`src/rtl/alu_seq_calc.sv`:
```
// Button-driven sequential calculator: captures op, A and B from the switches,
// then executes add, sign/magnitude subtract, shift-add multiply or right shift.
module alu_seq_calc #(
    parameter int WIDTH = 16,
    parameter int SHW   = 4
) (
    input  logic               CLK100MHZ,
    input  logic               Reset,
    input  logic               Center,
    input  logic [WIDTH-1:0]   SW,
    output logic [2*WIDTH-1:0] result,
    output logic               negative,
    output logic [3:0]         LED,
    output logic               busy,
    output logic               done,
    output logic [2:0]         stage
);

    localparam int RW = 2 * WIDTH;
    localparam logic [SHW-1:0] CNT_LAST = SHW'(WIDTH - 1);

    typedef enum logic [2:0] {
        S_SEL  = 3'd0,
        S_A    = 3'd1,
        S_B    = 3'd2,
        S_EXEC = 3'd3,
        S_SHOW = 3'd4
    } state_t;

    state_t           state_q, state_d;
    logic [1:0]       sel_q, sel_d;
    logic [WIDTH-1:0] a_q, a_d;
    logic [WIDTH-1:0] b_q, b_d;
    logic [RW-1:0]    result_q, result_d;
    logic [RW-1:0]    mcand_q, mcand_d;
    logic             negative_q, negative_d;
    logic             done_q, done_d;
    logic             center_q;
    logic [SHW-1:0]   cnt_q, cnt_d;
    logic             press;

    always_ff @(posedge CLK100MHZ) begin
        if (Reset) begin
            state_q    <= S_SEL;
            sel_q      <= '0;
            a_q        <= '0;
            b_q        <= '0;
            result_q   <= '0;
            mcand_q    <= '0;
            negative_q <= 1'b0;
            done_q     <= 1'b0;
            center_q   <= 1'b0;
            cnt_q      <= '0;
        end else begin
            state_q    <= state_d;
            sel_q      <= sel_d;
            a_q        <= a_d;
            b_q        <= b_d;
            result_q   <= result_d;
            mcand_q    <= mcand_d;
            negative_q <= negative_d;
            done_q     <= done_d;
            center_q   <= Center;
            cnt_q      <= cnt_d;
        end
    end

    always_comb begin
        state_d    = state_q;
        sel_d      = sel_q;
        a_d        = a_q;
        b_d        = b_q;
        result_d   = result_q;
        mcand_d    = mcand_q;
        negative_d = negative_q;
        cnt_d      = cnt_q;
        press      = Center & ~center_q;

        case (state_q)
            S_SEL: begin
                if (press) begin
                    sel_d   = SW[1:0];
                    state_d = S_A;
                end
            end
            S_A: begin
                if (press) begin
                    a_d     = SW;
                    state_d = S_B;
                end
            end
            S_B: begin
                if (press) begin
                    b_d        = SW;
                    cnt_d      = '0;
                    result_d   = '0;
                    negative_d = 1'b0;
                    mcand_d    = {{WIDTH{1'b0}}, a_q};
                    state_d    = S_EXEC;
                end
            end
            S_EXEC: begin
                case (sel_q)
                    2'b00: begin
                        result_d = {{WIDTH{1'b0}}, a_q} + {{WIDTH{1'b0}}, b_q};
                        state_d  = S_SHOW;
                    end
                    2'b01: begin
                        if (a_q >= b_q) begin
                            result_d   = {{WIDTH{1'b0}}, a_q - b_q};
                            negative_d = 1'b0;
                        end else begin
                            result_d   = {{WIDTH{1'b0}}, b_q - a_q};
                            negative_d = 1'b1;
                        end
                        state_d = S_SHOW;
                    end
                    2'b10: begin
                        // One multiplier bit per cycle, LSB first; runs the full WIDTH cycles even for B=0.
                        if (b_q[cnt_q]) begin
                            result_d = result_q + mcand_q;
                        end
                        mcand_d = mcand_q << 1;
                        cnt_d   = cnt_q + SHW'(1);
                        if (cnt_q == CNT_LAST) begin
                            state_d = S_SHOW;
                        end
                    end
                    default: begin
                        result_d = {{WIDTH{1'b0}}, a_q >> b_q[SHW-1:0]};
                        state_d  = S_SHOW;
                    end
                endcase
            end
            S_SHOW: begin
                if (press) begin
                    sel_d      = '0;
                    a_d        = '0;
                    b_d        = '0;
                    result_d   = '0;
                    negative_d = 1'b0;
                    state_d    = S_SEL;
                end
            end
            default: begin
                state_d = S_SEL;
            end
        endcase

        done_d = (state_d == S_SHOW) && (state_q != S_SHOW);
    end

    assign result   = result_q;
    assign negative = negative_q;
    assign LED      = 4'b0001 << sel_q;
    assign busy     = (state_q == S_EXEC);
    assign done     = done_q;
    assign stage    = state_q;

endmodule
```
`config.mk`:
```
export PLATFORM = sky130hd
export DESIGN_NAME = alu_seq_calc
export DESIGN_NICKNAME = d
export VERILOG_FILES = /design/src/rtl/alu_seq_calc.sv
export SDC_FILE = /design/constraint.sdc
export NUM_CORES = 1
export LEC_CHECK = 0
export CORE_MARGIN = 1
export CORE_UTILIZATION = 50
export DETAILED_ROUTE_END_ITERATION = 8
export PLACE_DENSITY = 0.7
export SYNTH_ARGS = -nofsm -noshare
export SYNTH_HDL_FRONTEND = slang
export SYNTH_SLANG_ARGS = --single-unit
```
`constraint.sdc`:
```
create_clock -name CLK100MHZ -period 3.7 [get_ports CLK100MHZ]
set_input_delay 0.555 -clock CLK100MHZ [delete_from_list [all_inputs] [get_ports CLK100MHZ]]
set_output_delay 0.555 -clock CLK100MHZ [all_outputs]
set_load 0.05 [all_outputs]
```
; Word level (Yosys, flattened, before mapping)
; Cells that the tools add are included.
[totals]
ff_bits = 108
output_inout_bits = 42
wordCells = 84
[op_classes]
add_sub_neg = 5
n_lt_le_gt_ge = 2
eq_ne = 17
shift = 2
n_mux = 31
bitwise = 2
n_reduce_logical = 15
[ops]
columns = operator, n
row1 = $mux 32, 4
row2 = $pmux 32 s2, 2
row3 = $pmux 32 s3, 1
row4 = $pmux 16 s2, 2
row5 = $mux 16, 3
row6 = $add 32x32->32, 1
row7 = $sub 16x16->16, 2
row8 = $mux 3, 6
row9 = $reduce_and 3->1, 6
row10 = $add 16x16->17, 1
row11 = $ge 16x16->1, 1
row12 = $shr 16x4->16, 1
row13 = $pmux 3 s5, 1
row14 = $reduce_bool 2->1, 5
row15 = $mux 4, 2
row16 = $ne 2x2->1 const B, 4
row17 = $pmux 4 s2, 1
row18 = $eq 3x2->1 const B, 2
row19 = $eq 3x3->1 const B, 2
row20 = $ne 2x1->1 const B, 3
row21 = $ne 3x3->1 const B, 2
row22 = $lt 4x5->1 const B, 1
row23 = $add 4x1->4 const B, 1
row24 = $bmux 1 s4, 1
row25 = other kinds (15), 19

; Depth between registers and ports, before layout
; Gate-level depths: netlist of run 1.
[depth]
word_depth = 6
ltp_mapped = 16
depth_no_buf = 13

; Worst setup path before layout of run 1
; No wires, ideal clock.
[synth_timing]
kind = flip-flop to flip-flop
from = register b_q[1]
to = register result_q[9] (netlist: result[9])
setup_ns = 0.069
arrival_time_ns = 3.105
t_required_ns = 3.631
path_slack_ns = 0.526
path_stages_with_launch = 15
n_path_buf = 3
cell_sequence = dfxtp_1 -> buf_2 -> inv_2 -> fa_1 -> a21o_1 -> a221oi_2 -> a21oi_1 -> o21a_1 -> buf_4 -> buf_6 -> a2111o_1 -> a32oi_1 -> xnor2_1 -> nor2_1 -> o21ai_1
[synth_via]
elab_chain_len = 4
word_cells_on_any_way = 12
cone_classes = add/sub: 3 / order compare: 1 / eq/ne: 1 / shift: 1 / mux: 5 / reduce/logical: 1
[synth_lines]
columns = element, line_no
row1 = start: declaration, 33  ; logic [WIDTH-1:0] b_q, b_d;
row2 = start signal: assignment, 47  ; b_q <= '0;
row3 = start signal: assignment, 58  ; b_q <= b_d;
row4 = "$sub 16x16->16, or another cell as far along", 113  ; result_d = {{WIDTH{1'b0}}, b_q - a_q};
row5 = $mux 16 / $mux 1 (equally long branches), "109, 120"
row6 = $pmux 32 s3 / $ne 3x3->1 (equally long branches), -
row7 = $pmux 32 s2 / $reduce_and 3->1 (equally long branches), -
row8 = end signal: assignment, 59  ; result_q <= result_d;
row9 = end: declaration, 34  ; logic [RW-1:0] result_q, result_d;
; Several ways; a longest one is shown, not always the timed one. The select of a mux whose other input is x is not followed.
; A chain may end at the register's enable or synchronous reset.

; Final worst setup path of run 1
[layout_timing]
from = register result_q[0] (netlist: result[0])
to = register result_q[30] (netlist: result[30])
[layout_via]
elab_chain_len = 4
[layout_lines]
columns = element, line_no
row1 = $add 32x32->32, 121  ; result_d = result_q + mcand_q;
row2 = $mux 32, 120  ; if (b_q[cnt_q]) begin
row3 = $pmux 32 s3, 103  ; case (sel_q)
row4 = $pmux 32 s2, 79  ; case (state_q)
; No other way between the ends. The select of a mux whose other input is x is not followed.

==> results.cfg, run 1 <==
[status]
run_status = complete, no violations

[cts]
cts.root.buffer_cell = clkbuf_16
numClockSinks = 108
clock_tree_from_tritoncts = done
cts-root-to-sink-buffers = 2
clk_transition_reported_paths_ns = 0.08
h-tree-depth = 3
cts-resized-gates = 0
cts_inserted_buffers = 9
cts_hold_repair.buffers = 0
postCtsSetupBuffers = 0
worstSkewPairLatency_ns = 0.37

[drt]
routed-via-count = 9085
detail_route.vias_per_cell = 6.27
dr.first_iter.drc_count = 761
drcViolationCount = 0
post_drt_wl_per_cell_um = 20.3
detail_route.wirelength_um = 29400
dr.pass1.iters = 5
drtAntennaViolNets = 0

[cells_and_area]
area_used_by_multi_input_combinational_logic_um2 = 6340
insertedDiodeCount = 0
finish.utilization_pct = 58.5
final_nets = 1321
final_cells = 1449
final_cell_area_um2 = 10200
layout_common_cells = nand2_1 (123), a21oi_1 (118), nor2_1 (108), dfxtp_1 (108), ha_1 (79)
ff_latch_area_um2 = 2160
final.fill_count = 1652
syn2layout_area_growth_pct = 12.9
layout.cells.most_common = nand2_1
drive_above_1_share_pct = 7.43

[pwr]
power_report.internal_total_mw = 1.94
vdd_drop_max_mv = 0.221
power_density_nw_per_um2 = 276
switching_share_pct = 31.3
finalPower_mw = 2.83
power.switching_uw = 883
pwr-share-comb_pct = 20.8
p_leak_nw = 4.02
power_frac_seq_pct = 42.4
p_clk_share_pct = 36.8

[global_route]
grt-ovfl-total = 0
largest_net_degree_at_the_start_of_global_routing = 63
globalRouteTotalUtil_pct = 32.2
first_global_vias = 8361
grt_pass1_wl_um = 46300
grt_antenna_before_repair = 0

[sta]
final_max_slew_viol_count = 0
fin_crit_ns = 3.45
timing.setup.tns_ns = 0
timing.final.setup_violations = 0
timing.final.ws_setup_ns = 0.248
worst_hold_slack_ns = 0.471
clock-skew-final_ns = 0.0154
worst_slew_margin_rel_pct = 10.6
rsz_0062_raised_after_global_routing = no
fmax_mhz = 290
final_hold_violation_count = 0
timing_worst_slew_pin_value_ns = 1.33
finalCritPeriodShare_pct = 93.3

[die]
die_width_um = 137
core_um2 = 17500
top_level_ports = 61
initial_utilization_pct = 51.9
row_count = 48
die_y_um = 137
dieArea_um2 = 18700

[synthesis]
synth_area_um2 = 9060
synth_async_sr_flop_share_pct = 0
synth_top_flop_cell = dfxtp_1
ys_types = 81
postSynthRegisterBits = 108
syn-num-nets = 1285
syn_avg_cell_area_um2 = 7.66
synthesis.instances = 1183
ys.warnings.count = 0
synth_enable_flop_cells = 0
synth_sequential_area_ratio_pct = 23.9

[critical_path]
crit_start_category = flip-flop
worst-setup-path-type = flip-flop to flip-flop
cp_data_arrival_time_ns = 3.74
largest_fanout_of_any_net_on_the_critical_path = 4
worstSetupStartpoint = result[0]
reg2reg_start = result[0]
cp-end-kind = flip-flop
worst-endpoint-required_ns = 3.99

[placement]
numPortBuffers = 60
gpl.final_weighted_congestion = 0.989
dp_cells = 1433
dp_slack_ns = 0.366
place_hpwl_um = 22600
postPlaceCellArea_um2 = 9930

[hold_path]
holdCritPathClass = flip-flop to flip-flop
worst_min_delay_path_startpoint = result[28]

[job]
reported_max_cap_violation_count = 0
layout make-up:
class	count	share of cell area [%]
Inverter	58	2.13
Tap cell	225	2.75
Clock buffer	10	2.24
Timing Repair Buffer	103	9.07
Sequential cell	108	21.1
Multi-Input combinational cell	939	62.0
Clock inverter	6	0.697
logic make-up (layout without fill, tap and decap cells):
logic type	Yosys count	in the layout	share of synthesized area [%]
AO/OA/AOI/OAI	409	409	30.0
XOR/XNOR	43	43	4.16
adder cells (fa/ha/maj)	83	83	11.8
buffers and inverters	136	177	6.20
flip-flops	108	108	23.9
multiplexers	35	35	5.26
AND/OR/NAND/NOR	369	369	18.8
worst paths after layout:
path                              endpoint  slack, ns  cells past startpoint
worst max-delay path            result[30]       0.25                     11
worst min-delay path            result[28]       0.47                      2
worst max register to register  result[30]       0.25                     11
worst min register to register  result[28]       0.47                      2
critical path, cell delays in order (launching register included):
cell and delay (ns):
dfxtp_1 0.34, ha_1 0.25, fa_1 0.44, a211oi_1 0.36, o21ai_1 0.14, a31oi_1 0.44
a31oi_1 0.15, o31a_1 0.33, nor3_1 0.27, o311ai_1 0.16, a2111o_1 0.42, o211ai_1 0.08
registers in the layout (all words and copies together) (netlist names):
register and cells:
mcand_q 32, b_q 16, done 1, stage 3, sel_q 2, result 32, a_q 16, center_q 1
cnt_q 4, negative 1
layer usage:
metal | vias up | GRT usage [%] | part of all wire, %
li1 | 4381 | - | -
met1 | 4299 | 43.9 | 45
met2 | 365 | 51.6 | 45
met3 | 40 | 5.74 | 7.1
met4 | 0 | 9.26 | 2.6
met5 | - | 0 | 0
synthesized netlist by cell type, types with 6 or more instances:
| cell type | count | area (um2) |
|---|---|---|
| a311oi_1 | 23 | 201 |
| nand3b_1 | 6 | 45.0 |
| clkbuf_1 | 47 | 176 |
| a31oi_1 | 13 | 81.3 |
| dfxtp_1 | 108 | 2160 |
| nor3_1 | 18 | 90.1 |
| a32oi_1 | 7 | 61.3 |
| o211ai_1 | 7 | 52.6 |
| a21oi_1 | 118 | 591 |
| buf_1 | 14 | 52.6 |
| o21ai_1 | 31 | 155 |
| buf_2 | 9 | 45.0 |
| or3_1 | 8 | 50.1 |
| o21ai_0 | 42 | 210 |
| nor2b_1 | 12 | 75.1 |
| ha_1 | 79 | 988 |
| and3_1 | 6 | 37.5 |
| a22o_1 | 19 | 166 |
| inv_1 | 53 | 199 |
| xor2_1 | 19 | 166 |
| nor2_1 | 108 | 405 |
| o21bai_1 | 10 | 75.1 |
| mux2i_1 | 21 | 210 |
| a221oi_1 | 6 | 52.6 |
| and2_1 | 7 | 43.8 |
| nand2b_1 | 10 | 62.6 |
| nand3_1 | 41 | 205 |
| nand2_1 | 123 | 462 |
| a21o_1 | 26 | 195 |
| xnor2_1 | 24 | 210 |
| a22oi_1 | 34 | 255 |
| a211oi_1 | 19 | 143 |
| o21a_1 | 8 | 60.1 |
| or2_2 | 7 | 43.8 |
| o22ai_1 | 6 | 37.5 |
power groups by stage:
| stage | logic, mW | clock network (mW) | registers [mW] |
|---|---|---|---|
| after floorplan | 0.404 | 0 | 1.23 |
| after global placement | 0.584 | 0 | 1.23 |
| after detailed placement | 0.577 | 0 | 1.23 |
| after CTS | 0.579 | 1.06 | 1.20 |
| after global routing | 0.632 | 1.10 | 1.20 |
| final | 0.587 | 1.04 | 1.20 |
Power figures use the tool's default switching activity.
==> run 2: changes to the inputs <==
--- a/config.mk
+++ b/config.mk
@@ -5,6 +5,7 @@
 export SDC_FILE = /design/constraint.sdc
 export NUM_CORES = 1
 export LEC_CHECK = 0
+export ABC_CLOCK_PERIOD_IN_PS = 3700
 export CORE_MARGIN = 1
 export CORE_UTILIZATION = 50
 export DETAILED_ROUTE_END_ITERATION = 8
==> results of run 2 <==
No change in the layout: final DEF, timing and power equal those of run 1.
